**src/rtl/y_alu_pkg.sv**
```systemverilog
// Shared definitions for the sequential ALU: op codes, FSM states and counter sizing.
package y_alu_pkg;

  localparam logic [2:0] OP_AND  = 3'b000;
  localparam logic [2:0] OP_OR   = 3'b001;
  localparam logic [2:0] OP_ADD  = 3'b010;
  localparam logic [2:0] OP_MUL  = 3'b011;
  localparam logic [2:0] OP_DIVU = 3'b100;
  localparam logic [2:0] OP_RSVD = 3'b101;
  localparam logic [2:0] OP_SUB  = 3'b110;
  localparam logic [2:0] OP_SLT  = 3'b111;

  typedef enum logic [1:0] {
    IDLE,
    RUN,
    DONE
  } state_e;

  // One extra bit so the counter can reach WIDTH without wrapping.
  function automatic int cnt_width(input int w);
    return $clog2(w) + 1;
  endfunction

endpackage

```
**src/rtl/y_iter_step.sv**
```systemverilog
// One iteration of the iterative datapath: shift-add multiply step and, when
// Y_SEQ_ALU_DIV_EN is defined, a restoring-divide step selected by div_i.
module y_iter_step #(
  parameter int WIDTH = 32
) (
`ifdef Y_SEQ_ALU_DIV_EN
  input  logic             div_i,
`endif
  input  logic [WIDTH-1:0] hi_i,
  input  logic [WIDTH-1:0] lo_i,
  input  logic [WIDTH-1:0] m_i,
  output logic [WIDTH-1:0] hi_o,
  output logic [WIDTH-1:0] lo_o
);

  logic [WIDTH:0]   mul_sum;
  logic [WIDTH-1:0] mul_hi;
  logic [WIDTH-1:0] mul_lo;

  // Multiplier sits in lo and is consumed LSB first while the sum shifts in from the top.
  assign mul_sum = {1'b0, hi_i} + (lo_i[0] ? {1'b0, m_i} : '0);
  assign mul_hi  = mul_sum[WIDTH:1];
  assign mul_lo  = {mul_sum[0], lo_i[WIDTH-1:1]};

`ifdef Y_SEQ_ALU_DIV_EN
  logic [WIDTH:0]   rem_sh;
  logic [WIDTH:0]   diff;
  logic             qbit;

  // Remainder in hi, dividend/quotient shift register in lo; no borrow means the bit is 1.
  assign rem_sh = {hi_i, lo_i[WIDTH-1]};
  assign diff   = rem_sh - {1'b0, m_i};
  assign qbit   = ~diff[WIDTH];

  assign hi_o = div_i ? (qbit ? diff[WIDTH-1:0] : rem_sh[WIDTH-1:0]) : mul_hi;
  assign lo_o = div_i ? {lo_i[WIDTH-2:0], qbit} : mul_lo;
`else
  assign hi_o = mul_hi;
  assign lo_o = mul_lo;
`endif

endmodule

```
**src/rtl/y_seq_alu.sv**
```systemverilog
// Multi-cycle ALU: registered one-cycle ops plus iterative mul and optional divu
// (enabled by defining Y_SEQ_ALU_DIV_EN) behind a start/busy/done handshake.
module y_seq_alu
  import y_alu_pkg::*;
#(
  parameter int WIDTH = 32
) (
  input  logic             clk,
  input  logic             rst_n,
  input  logic             start,
  input  logic [2:0]       op,
  input  logic [WIDTH-1:0] a,
  input  logic [WIDTH-1:0] b,
  output logic             busy,
  output logic             done,
  output logic [WIDTH-1:0] z,
  output logic [WIDTH-1:0] zhi,
  output logic             zero,
  output logic             err
);

  localparam int CW = cnt_width(WIDTH);

  state_e           state_q, state_d;
  logic [CW-1:0]    cnt_q, cnt_d;
  logic [WIDTH-1:0] hi_q, hi_d, lo_q, lo_d, mc_q, mc_d;
  logic [WIDTH-1:0] z_q, z_d, zhi_q, zhi_d;
  logic             zero_q, zero_d, err_q, err_d;
  logic [WIDTH-1:0] step_hi, step_lo;
  logic [WIDTH:0]   alu_r;

  // Returns {err, result} for the single-cycle ops; anything else reports err.
  function automatic logic [WIDTH:0] alu_one_cycle(input logic [2:0] o,
                                                   input logic [WIDTH-1:0] x,
                                                   input logic [WIDTH-1:0] y);
    logic signed [WIDTH-1:0] xs, ys;
    logic [WIDTH-1:0]        r;
    logic                    e;
    xs = x;
    ys = y;
    r  = '0;
    e  = 1'b0;
    case (o)
      OP_AND:  r = x & y;
      OP_OR:   r = x | y;
      OP_ADD:  r = x + y;
      OP_SUB:  r = x - y;
      OP_SLT:  r = {{(WIDTH-1){1'b0}}, (xs < ys)};
      default: e = 1'b1;
    endcase
    return {e, r};
  endfunction

  assign alu_r = alu_one_cycle(op, a, b);

`ifdef Y_SEQ_ALU_DIV_EN
  logic div_q, div_d;
`endif

  y_iter_step #(.WIDTH(WIDTH)) u_step (
`ifdef Y_SEQ_ALU_DIV_EN
    .div_i (div_q),
`endif
    .hi_i  (hi_q),
    .lo_i  (lo_q),
    .m_i   (mc_q),
    .hi_o  (step_hi),
    .lo_o  (step_lo)
  );

  always_comb begin
    state_d = state_q;
    cnt_d   = cnt_q;
    hi_d    = hi_q;
    lo_d    = lo_q;
    mc_d    = mc_q;
    z_d     = z_q;
    zhi_d   = zhi_q;
    zero_d  = zero_q;
    err_d   = err_q;
`ifdef Y_SEQ_ALU_DIV_EN
    div_d   = div_q;
`endif
    case (state_q)
      RUN: begin
        hi_d  = step_hi;
        lo_d  = step_lo;
        cnt_d = cnt_q + CW'(1);
        if (cnt_q == CW'(WIDTH - 1)) begin
          state_d = DONE;
          z_d     = step_lo;
          zhi_d   = step_hi;
          zero_d  = (step_lo == '0);
          err_d   = 1'b0;
        end
      end
      default: begin
        // IDLE and DONE accept a new request identically, so back-to-back has no bubble.
        state_d = IDLE;
        if (start) begin
          if (op == OP_MUL) begin
            state_d = RUN;
            cnt_d   = '0;
            hi_d    = '0;
            lo_d    = b;
            mc_d    = a;
`ifdef Y_SEQ_ALU_DIV_EN
            div_d   = 1'b0;
          end else if (op == OP_DIVU) begin
            if (b == '0) begin
              state_d = DONE;
              z_d     = '1;
              zhi_d   = a;
              zero_d  = 1'b0;
              err_d   = 1'b1;
            end else begin
              state_d = RUN;
              cnt_d   = '0;
              hi_d    = '0;
              lo_d    = a;
              mc_d    = b;
              div_d   = 1'b1;
            end
`endif
          end else begin
            state_d = DONE;
            z_d     = alu_r[WIDTH-1:0];
            zhi_d   = '0;
            zero_d  = (alu_r[WIDTH-1:0] == '0);
            err_d   = alu_r[WIDTH];
          end
        end
      end
    endcase
  end

  always_ff @(posedge clk or negedge rst_n) begin
    if (!rst_n) begin
      state_q <= IDLE;
      cnt_q   <= '0;
      z_q     <= '0;
      zhi_q   <= '0;
      zero_q  <= 1'b1;
      err_q   <= 1'b0;
    end else begin
      state_q <= state_d;
      cnt_q   <= cnt_d;
      z_q     <= z_d;
      zhi_q   <= zhi_d;
      zero_q  <= zero_d;
      err_q   <= err_d;
    end
  end

  // Working registers are always loaded before use, so they carry no reset.
  always_ff @(posedge clk) begin
    hi_q <= hi_d;
    lo_q <= lo_d;
    mc_q <= mc_d;
`ifdef Y_SEQ_ALU_DIV_EN
    div_q <= div_d;
`endif
  end

  assign busy = (state_q == RUN);
  assign done = (state_q == DONE);
  assign z    = z_q;
  assign zhi  = zhi_q;
  assign zero = zero_q;
  assign err  = err_q;

endmodule

```
**config.mk**
```make
export PLATFORM = sky130hd
export DESIGN_NAME = y_seq_alu
export DESIGN_NICKNAME = d
export VERILOG_FILES = /design/src/rtl/y_alu_pkg.sv /design/src/rtl/y_iter_step.sv /design/src/rtl/y_seq_alu.sv
export SDC_FILE = /design/constraint.sdc
export NUM_CORES = 1
export LEC_CHECK = 0
export ABC_AREA = 0
export CORE_ASPECT_RATIO = 0.7
export CORE_MARGIN = 2
export CORE_UTILIZATION = 59
export DETAILED_ROUTE_END_ITERATION = 16
export PLACE_DENSITY = 0.82
export SKIP_CTS_REPAIR_TIMING = 1
export SLEW_MARGIN = 20
export SYNTH_ARGS = -nofsm -noshare
export SYNTH_HDL_FRONTEND = slang
export SYNTH_SLANG_ARGS = --single-unit
```
**constraint.sdc**
```tcl
create_clock -name clk -period 4.56 [get_ports clk]
set_input_delay 0.912 -clock clk [delete_from_list [all_inputs] [get_ports clk]]
set_output_delay 0.912 -clock clk [all_outputs]
set_load 0.02 [all_outputs]
```
Word level (Yosys, flattened, before mapping)
Cells that the tools add are included.
- bits in latches: 0
- bits in read-only memories: 0
- memory bits (writable): 0
- output and inout bits: 68
- memories: 0
- word-level logic and storage cells: 68
- flip-flop bits (word level): 170
- reductions and logical operators: 9
- bitwise gates (word level): 3
- $lt $le $gt $ge: 1
- add/sub/neg operators: 4
- div/mod/pow operators: 0
- $mul: 0
- mux-type cells: 32
- eq/ne operators: 10
- shifts and indexed selects: 0
- operators with widths (operator ; count):
    $mux W32 ; 15
    $pmux W32 S5 ; 1
    $logic_not A32 Y1 ; 2
    $add A32 B33 Y33 ; 1
    $add A32 B32 Y32 ; 1
    $and A32 B32 Y32 ; 1
    $lt A32 B32 Y1 ; 1
    $or A32 B32 Y32 ; 1
    $sub A32 B32 Y32 ; 1
    $mux W6 ; 3
    $mux W1 ; 9
    $mux W2 ; 4
    $add A6 B1 Y6 const B ; 1
    $eq A3 B2 Y1 const B ; 2
    $eq A3 B3 Y1 const B ; 2
    $eq A6 B5 Y1 const B ; 1
    $reduce_and A3 Y1 ; 2
    $reduce_or A5 Y1 ; 1
    $reduce_bool A2 Y1 ; 2
    $eq A3 B1 Y1 const B ; 1
    $logic_not A3 Y1 ; 1
    $eq A2 B1 Y1 const B ; 1
    $eq A2 B2 Y1 const B ; 1
    $ne A2 B1 Y1 const B ; 1
    other kinds (3) ; 3

Logic depth before layout (Yosys ltp)
Gate-level depths: netlist (run 1).
- depth in word-level cells: 6
- mapped depth: 14
- mapped depth without buffers: 14

Cells and area by module
A second synthesis (run 1) with hierarchy kept.
- cells, all modules: 1572
- area total of the unflattened synthesis: 14042.2 um2
- by module, submodules not included (module ; area each (um2) ; times used ; sequential area each (um2) ; cells each):
    y_seq_alu ; 11855.1 ; 1 ; 4735.8 ; 1277
    y_iter_step ; 2187.1 ; 1 ; 0.0 ; 295

Least setup slack after synthesis (run 1)
No wires, ideal clock.
- path type: input-to-reg
- start: input a[1]
- end: register zero_q (netlist: zero)
- data required time: 4488 ps
- path slack: 741 ps
- arrival time: 3747 ps
- stages on the path: 13
- path buffers: 0
- cell sequence: inv_1 ha_1 or2_1 a2111oi_4 o21bai_4 a2111o_1 nand4_1 or3b_1 nor4_1 nand4b_1 nor4b_2 nand4_1 o21ai_1
- word-level cells in the longest chain between the ends: 6
- elaborated cells on any way between the ends: 10
- classes of those cells: add/sub: 2; order compare: 1; mux: 4; bitwise: 2; reduce/logical: 1
- ends and longest elaborated chain (element ; RTL line ; text):
    start: declaration ; y_seq_alu.sv:12 ; input logic [WIDTH-1:0] a,
    $sub A32 B32 Y32, or another cell as far along ; y_seq_alu.sv:47 ; OP_SUB: r = x - y;
    $pmux W32 S5 (*) ; y_seq_alu.sv:43 ; case (o)
    $logic_not A32 Y1 (*) ; y_seq_alu.sv:129 ; zero_d = (alu_r[WIDTH-1:0] == '0);
    $mux W1 (*) ; y_seq_alu.sv:101 ; if (op == OP_MUL) begin
    $mux W1 (*) ; y_seq_alu.sv:100 ; if (start) begin
    $mux W1 (*) ; y_seq_alu.sv:84 ; case (state_q)
    end signal: assignment ; y_seq_alu.sv:150 ; zero_q <= zero_d;
    end: declaration ; y_seq_alu.sv:28 ; logic zero_q, zero_d, err_q, err_d;
Mark *: on every way between the ends. The rest lies on a longest branch, timed or not. The select of a mux whose other input is x is not followed.
A chain may end at the register's enable or synchronous reset.

Worst setup path after layout (run 1)
- start: input a[0]
- end: register zero_q (netlist: zero)
The elaborated chain is that of the path after synthesis.

==> key figures, run 1 <==
Worst setup path
  – Worst setup SP type: input port
  – Largest fanout on the critical path: 3
  – CP Buf/Inv Count: 3
  – Slowest cell on crit path: sky130_fd_sc_hd__clkdlybuf4s50_1
  – Crit path cell chain: clkdlybuf4s50_1, inv_1, ha_1, fa_1, or2_0, a221oi_1, buf_4, o211ai_1, a311oi_2, o31ai_1, a21o_1, nor3_1, nand4b_1, nor4b_2, nand4_1, o21ai_1
  – Crit path DAT: ~4.9 ns
  – Cell depth of the worst flop-to-flop path: 15
  – Critical Path Stages: 16
  – Setup Crit Path Kind: in2reg
  – Required time reported for the critical path endpoint: 4.93 ns
  – Kind of cell with the highest combined delay on the critical path: compound AO/OA/AOI/OAI gates
  – Slowest Stage Delay on Critical Path: 0.55 ns
  – Endpoint kind of the worst setup timing path: register

Timing
  – Maximum clock rate: between 200 and 250 MHz
  – Total setup violations reported at the end of the flow: 0
  – Headroom to the max-slew limit: a little under a third
  – Maximum clock skew at final layout: roughly 0.013 ns
  – Endpoints failing hold: 0
  – Max-slew violation count: 0
  – Post-route fraction of the period consumed by the critical path: 99.7%
  – Unrepaired setup endpoints after global routing: yes
  – Worst Max-Slew Pin Slew: around 1.0 ns
  – Minimum clock period after layout: 4.55 ns

CTS
  – Number of buffers inserted during clock tree synthesis: 17
  – Worst-Skew Late Latency: approximately 0.44 ns
  – CTS Sinks: 170
  – Cell chosen for the clock root: sky130_fd_sc_hd__clkbuf_16
  – Clock tree buffer depth: 2
  – TritonCTS clock tree: done
  – CTS HTree Levels: 4
  – Post-CTS clock slew at the launch and capture registers of the worst setup and hold paths: 0.07 ns

Floorplanning
  – Die Wd: around 190 um
  – Area of the die: roughly 24000 um2
  – Area of the core: 22700 um2
  – Number of placed I/O pins: between 100 and 150
  – Overall die height: between 100 and 150 um
  – Effective utilization at floorplan: between 60% and 70%
  – Floorplan row count: 46

Final layout
  – Commonest non-fill, non-tap cell in the layout: sky130_fd_sc_hd__buf_4
  – Filler cells: roughly 1600
  – Synth-to-layout area growth: 28.6%
  – Sequential cell area: about 4700 um2
  – Number of nets in the layout: approximately 2100
  – Area of combinational cells with multiple inputs: a little over 8000 um2
  – Post-layout instance area: approximately 18000 um2
  – Fraction of layout cells with a size suffix above 1: 17.0%
  – Commonest non-fill, non-tap cells in the layout: 234 x sky130_fd_sc_hd__buf_4, 149 x sky130_fd_sc_hd__nor2_1, 142 x sky130_fd_sc_hd__nand2_1
  – N_diodes: 0

GRT
  – Vias in the first global route: 13600
  – Global-route wire length before repair: 78.2 mm
  – Maximum number of pins on one net before global-route repair: 83
  – Residual overflow from global routing: 0
  – Antenna violations before repair: 0
  – Gr usage total: a little over two fifths

Hold path
  – Hold Path Depth: 2
  – Worst Hold Class: reg2reg

Synth
  – Number of warnings printed during yosys synthesis: 0
  – Largest cells by area after synthesis: sky130_fd_sc_hd__edfxtp_1 21%, sky130_fd_sc_hd__dfrtp_1 13%, sky130_fd_sc_hd__ha_1 12%
  – Top cell type's share of synthesized area: around a fifth
  – Count of distinct cell types in the synthesized netlist: 87
  – Cell area after synthesis: between 10000 and 15000 um2
  – Post-synth EDFFs: 96
  – Leading register cell type out of synthesis: sky130_fd_sc_hd__edfxtp_1
  – Post-Synthesis Mean Instance Area: ~8.7 um2
  – Share of synthesized flip-flops with an asynchronous set or reset: a little over two fifths
  – Number of storage elements in the synthesis netlist: 170
  – Number of nets in the synthesized netlist: approximately 1800
  – Largest area contributor in the synthesized netlist: sky130_fd_sc_hd__edfxtp_1
  – Gate Count Post-Synth: between 1500 and 2000
  – Part of the Yosys area used for sequential elements: a little over a third

Pwr
  – Power per standard cell area: 293 nW/um2
  – Maximum VDD drop: ~0.34 mV
  – Power Total: 5.14 mW
  – Static Leakage: between 7 and 8 nW

Drt
  – Via-to-Cell Ratio: ~6.5
  – Router iterations before antenna repair: 5
  – Detailed router's first-iteration violation count: approximately 1800
  – Vias after detailed routing: around 14000
  – Mean routed wirelength per cell: between 20 and 25 um
  – Final routed DRC violation total: 0
  – Routed WL: ~52 mm
  – Antenna viol nets, final: 0

Status
  – Status: completed

Flow run
  – Max-cap check violation count: 0

Placed design
  – Area after detailed placement: approximately 17000 um2
  – Post-detail-place hpwl: 39.1 mm
  – PortBufs: 137
  – Routability congestion estimate from global placement: 1.04
[path summary, 6_finish.rpt]
path,startpoint,to,slack (ns)
setup / recovery,a[0],zero,0.01
max in group asynchronous,rst_n,zhi[29],3.50
min in group asynchronous,rst_n,zhi[9],0.50
hold reg to reg,zhi[22],zhi[22],0.48
setup reg to reg,lo_q[0],hi_q[29],0.29
hold / removal,zhi[22],zhi[22],0.48
[registers in the layout (all words and copies together), names as in the netlist]
name / flops
hi_q: 32
lo_q: 32
z: 32
zero: 1
cnt_q: 6
err: 1
state_q: 2
zhi: 32
mc_q: 32
[cell type report]
class	count	area share, %
Multi-Input combinational cell	1206	46.9
Sequential cell	170	27.0
Timing Repair Buffer	373	18.1
Clock buffer	21	2.57
Inverter	109	2.34
Tap cell	312	2.23
Clock inverter	11	0.843
[worst register-to-register path: stages (launching register included)]
cell and delay [ns]:
sky130_fd_sc_hd__edfxtp_1 0.58, sky130_fd_sc_hd__and2_1 0.23, sky130_fd_sc_hd__ha_1 0.22, sky130_fd_sc_hd__fa_1 0.41
sky130_fd_sc_hd__a21o_1 0.17, sky130_fd_sc_hd__a21oi_1 0.22, sky130_fd_sc_hd__o21bai_1 0.12, sky130_fd_sc_hd__a21o_1 0.20
sky130_fd_sc_hd__a221oi_1 0.29, sky130_fd_sc_hd__buf_4 0.21, sky130_fd_sc_hd__o31ai_1 0.13, sky130_fd_sc_hd__a21oi_1 0.41
sky130_fd_sc_hd__o21a_1 0.21, sky130_fd_sc_hd__o21ai_0 0.11, sky130_fd_sc_hd__a211oi_1 0.39, sky130_fd_sc_hd__nor3_1 0.09
[metal layers]
layer / global-route usage (%) / part of all wire [%] / wire length (um) / vias up
met5: 0 / 0 / 0 / -
met4: 18.7 / 5.1 / 2620 / 0
met3: 11.0 / 12 / 6020 / 182
met2: 63.3 / 43 / 22500 / 1050
met1: 57.7 / 40 / 20800 / 6804
li1: - / - / - / 6334
[power breakdown]
group	switching (mW)	internal (mW)
registers	0.0934	1.76
logic	1.01	0.739
clock network	0.655	0.877
[per-stage QoR]
stage	setup TNS (ns)	setup WS (ns)	hold WS [ns]	instances	util, %
floorplan	0	0.741	0.468	1569	-
global placement	-2.04	-0.474	0.453	2170	74.4
detailed placement	-2.10	-0.511	0.460	2170	74.4
CTS	-0.0863	-0.0863	0.484	2202	77.0
global route	-0.103	-0.0537	0.509	2202	77.3
finish	0	0.0119	0.479	2202	77.3
[synthesized netlist by cell type (all sizes together), types with 5 or more instances]
cell type,n
o22ai,10
a211oi,24
nor2b,18
o211ai,22
buf,18
o21a,9
o31a,5
or2,10
o41ai,5
a221oi,5
a21o,41
o21bai,16
clkbuf,66
mux2,17
o311ai,5
and3,10
nand2b,16
o21ai,111
and2,37
o31ai,23
a211o,6
inv,107
dfrtp,73
a2111oi,11
xor2,13
xnor2,34
nand4,16
nor3,26
nand2,142
nor4,25
ha,132
nor2,150
a31oi,8
nand3,26
a31o,5
or4,5
a21oi,119
or3,9
mux2i,22
edfxtp,96
o221ai,6
[logic make-up (layout without fill, tap and decap cells)]
family	Yosys count	after routing	synth area share, %
multiplexers	39	39	3.02
AND/OR/NAND/NOR	508	508	18.0
adder cells (fa/ha/maj)	135	135	12.6
flip-flops	170	170	34.7
AO/OA/AOI/OAI	477	477	23.3
XOR/XNOR	47	47	3.02
buffers and inverters	193	514	5.43
Power figures use the tool's default switching activity.
==> run 2, diff against run 1 <==
- SETUP_SLACK_MARGIN: not set -> 0.2
==> run 2 against run 1 <==
Total power is 0.52% higher. Sequential cell count did not move. Cell area is 0.78% higher. Via count down 0.12%. Sequential power about the same. Sequential share of layout area shrank 0.21 points. Critical path depth unchanged. Critical path type unchanged. Setup slack improved by 0.20 ns. Clock skew decreased by 0.0027 ns. Global-route usage unchanged. Die area is the same. Highest routed layer unchanged. Critical endpoint unchanged. Core utilization rose by 0.60 points.
==> key figures, run 2 (same netlist as run 1, synthesis figures left out) <==
Status
  – Status: completed (unchanged)

Floorplanning
  – Overall die height: 131 um (unchanged)
  – Area of the die: 24400 um2 (unchanged)
  – Effective utilization at floorplan: 60.1% (unchanged)
  – Number of placed I/O pins: 138 (unchanged)
  – Floorplan row count: 46 (unchanged)
  – Die Wd: 186 um (unchanged)
  – Area of the core: 22700 um2 (unchanged)

Pwr
  – Power Total: 5.16 mW (was 5.14 mW)
  – Power per standard cell area: 292 nW/um2 (was 293 nW/um2)
  – Static Leakage: 7.81 nW (was 7.78 nW)
  – Maximum VDD drop: 0.342 mV (about the same)

Final layout
  – Sequential cell area: 4740 um2 (unchanged)
  – Area of combinational cells with multiple inputs: 8330 um2 (was 8220 um2)
  – Synth-to-layout area growth: 29.6% (was 28.6%)
  – Number of nets in the layout: 2086 (was 2082)
  – Filler cells: 1620 (was 1629)
  – Commonest non-fill, non-tap cells in the layout: 238 x sky130_fd_sc_hd__buf_4, 148 x sky130_fd_sc_hd__nor2_1, 142 x sky130_fd_sc_hd__nand2_1 (was 234 x sky130_fd_sc_hd__buf_4, 149 x sky130_fd_sc_hd__nor2_1, 142 x sky130_fd_sc_hd__nand2_1)
  – Commonest non-fill, non-tap cell in the layout: sky130_fd_sc_hd__buf_4 (unchanged)
  – N_diodes: 0 (unchanged)
  – Post-layout instance area: 17700 um2 (was 17500 um2)
  – Fraction of layout cells with a size suffix above 1: 18.2% (was 17.0%)

GRT
  – Residual overflow from global routing: 0 (unchanged)
  – Maximum number of pins on one net before global-route repair: 83 (unchanged)
  – Vias in the first global route: 13600 (unchanged)
  – Antenna violations before repair: 0 (unchanged)
  – Gr usage total: 42.3% (unchanged)
  – Global-route wire length before repair: 78.2 mm (unchanged)

Drt
  – DR WL met3: 6.18 mm (was 6.02 mm)
  – Routed length on met2: 23.0 mm (was 22.5 mm)
  – Met1 Routed Length: 20.8 mm (about the same)
  – Detailed router's first-iteration violation count: 1853 (was 1827)
  – Top routing layer in use: met4 (unchanged)
  – Final routed DRC violation total: 0 (unchanged)
  – Mean routed wirelength per cell: 23.8 um (was 23.6 um)
  – Router iterations before antenna repair: 5 (unchanged)
  – Vias after detailed routing: 14400 (about the same)
  – Antenna viol nets, final: 0 (unchanged)
  – Via-to-Cell Ratio: 6.51 (was 6.53)
  – Routed WL: 52.4 mm (was 51.9 mm)

CTS
  – TritonCTS clock tree: done (unchanged)
  – Post-CTS clock slew at the launch and capture registers of the worst setup and hold paths: 0.06 ns (was 0.07 ns)
  – Number of buffers inserted during clock tree synthesis: 17 (unchanged)
  – Clock tree buffer depth: 2 (unchanged)
  – Worst-Skew Late Latency: 0.44 ns (about the same)
  – Cell chosen for the clock root: sky130_fd_sc_hd__clkbuf_16 (unchanged)
  – CTS HTree Levels: 4 (unchanged)
  – CTS Sinks: 170 (unchanged)

Timing
  – Worst Max-Slew Pin Slew: 1.03 ns (was 1.05 ns)
  – Minimum clock period after layout: 4.35 ns (was 4.55 ns)
  – Maximum clock rate: 230 MHz (was 220 MHz)
  – Total setup violations reported at the end of the flow: 0 (unchanged)
  – Worst setup margin: 0.209 ns (was 0.0119 ns)
  – Headroom to the max-slew limit: 31.1% (was 30.0%)
  – Post-route fraction of the period consumed by the critical path: 95.4% (was 99.7%)
  – Maximum clock skew at final layout: 0.0103 ns (was 0.0131 ns)
  – Endpoints failing hold: 0 (unchanged)
  – Max-slew violation count: 0 (unchanged)
  – Unrepaired setup endpoints after global routing: yes (unchanged)
  – Min Hold Slack: 0.479 ns (about the same)

Worst setup path
  – Endpoint of the worst-slack reg-to-reg timing path: hi_q[29] (unchanged)
  – Crit path DAT: 4.72 ns (was 4.92 ns)
  – Setup Crit Path Kind: in2reg (unchanged)
  – Cell depth of the worst flop-to-flop path: 15 (unchanged)
  – Slowest Stage Delay on Critical Path: 0.53 ns (was 0.55 ns)
  – Largest fanout on the critical path: 3 (unchanged)
  – Crit path cell chain: clkdlybuf4s50_1, inv_1, ha_1, fa_2, or2_0, a221oi_1, buf_4, o211ai_1, a311oi_2, o31ai_1, a21o_1, nor3_2, nand4b_1, nor4b_2, nand4_1, o21ai_1 (was clkdlybuf4s50_1, inv_1, ha_1, fa_1, or2_0, a221oi_1, buf_4, o211ai_1, a311oi_2, o31ai_1, a21o_1, nor3_1, nand4b_1, nor4b_2, nand4_1, o21ai_1)
  – Required time reported for the critical path endpoint: 4.93 ns (about the same)
  – Start point of the critical path: a[0] (unchanged)
  – Flop-to-flop setup slack: 0.38 ns (was 0.29 ns)
  – Slowest cell on crit path: sky130_fd_sc_hd__clkdlybuf4s50_1 (unchanged)
  – Worst setup SP type: input port (unchanged)
  – Endpoint kind of the worst setup timing path: register (unchanged)
  – Critical R2R Launch: lo_q[0] (unchanged)

Placed design
  – PortBufs: 137 (unchanged)
  – Area after detailed placement: 16900 um2 (unchanged)
  – Post-Place Worst Slack: -0.511 ns (unchanged)
  – Routability congestion estimate from global placement: 1.04 (unchanged)
  – Post-detail-place hpwl: 39.1 mm (unchanged)

Hold path
  – Hold Path Depth: 2 (unchanged)
  – Hold Crit Start: zhi[22] (unchanged)
  – Worst Hold End: zhi[22] (unchanged)
  – Worst Hold Class: reg2reg (unchanged)

Flow run
  – Max-cap check violation count: 0 (unchanged)
-- run 2: changes by cell type in the layout (fill, tap and decap cells not counted), sizes merged --
| cell | before | now |
|---|---|---|
| buf | 237 | 241 |
-- run 2: worst max path at each step --
stage                end  slack [ns]
finish              zero        0.21
global route        zero        0.06
CTS                 zero       -0.09
detailed placement  zero       -0.51
global placement    zero       -0.47
floorplan           zero        0.74
-- run 2: metrics by stage --
stage,util [%],TNS [ns],instances
final,77.9,0,2206
after global routing,77.9,0,2206
after CTS,77.0,-0.0863,2202
after global placement,74.4,-2.04,2170
after detailed placement,74.4,-2.10,2170
after floorplan,-,0,1569
-- run 2: per-layer routing --
| layer | global-route usage [%] | vias up |
|---|---|---|
| met2 | 63.3 | 1051 |
| met3 | 11.0 | 172 |
| met5 | 0 | - |
| met1 | 57.7 | 6811 |
| li1 | - | 6319 |
| met4 | 18.7 | 0 |
-- run 2: critical path, delay by kind of cell --
family	cells	cell delay [ns]
AOI/OAI and AO/OA	6	1.35
adders and majority gates	2	0.61
buffers and inverters	3	0.81
and+or+nand+nor	5	1.03
-- run 2: cell type report --
| type | count | share of cell area [%] |
|---|---|---|
| multi-input cells | 1206 | 47.1 |
| flip-flops and latches | 170 | 26.8 |
| repair buffers | 377 | 18.1 |
| clock buffers | 21 | 2.55 |
| inverters | 109 | 2.32 |
| well taps | 312 | 2.21 |
| clock inverters | 11 | 0.836 |
-- run 2: where the power goes --
part / total, mW / switching [mW] / internal (mW) / leakage, nW
Sequential: 1.85 / 0.0943 / 1.76 / 1.85
Clock: 1.53 / 0.654 / 0.877 / 0.279
Combinational: 1.78 / 1.03 / 0.751 / 5.69
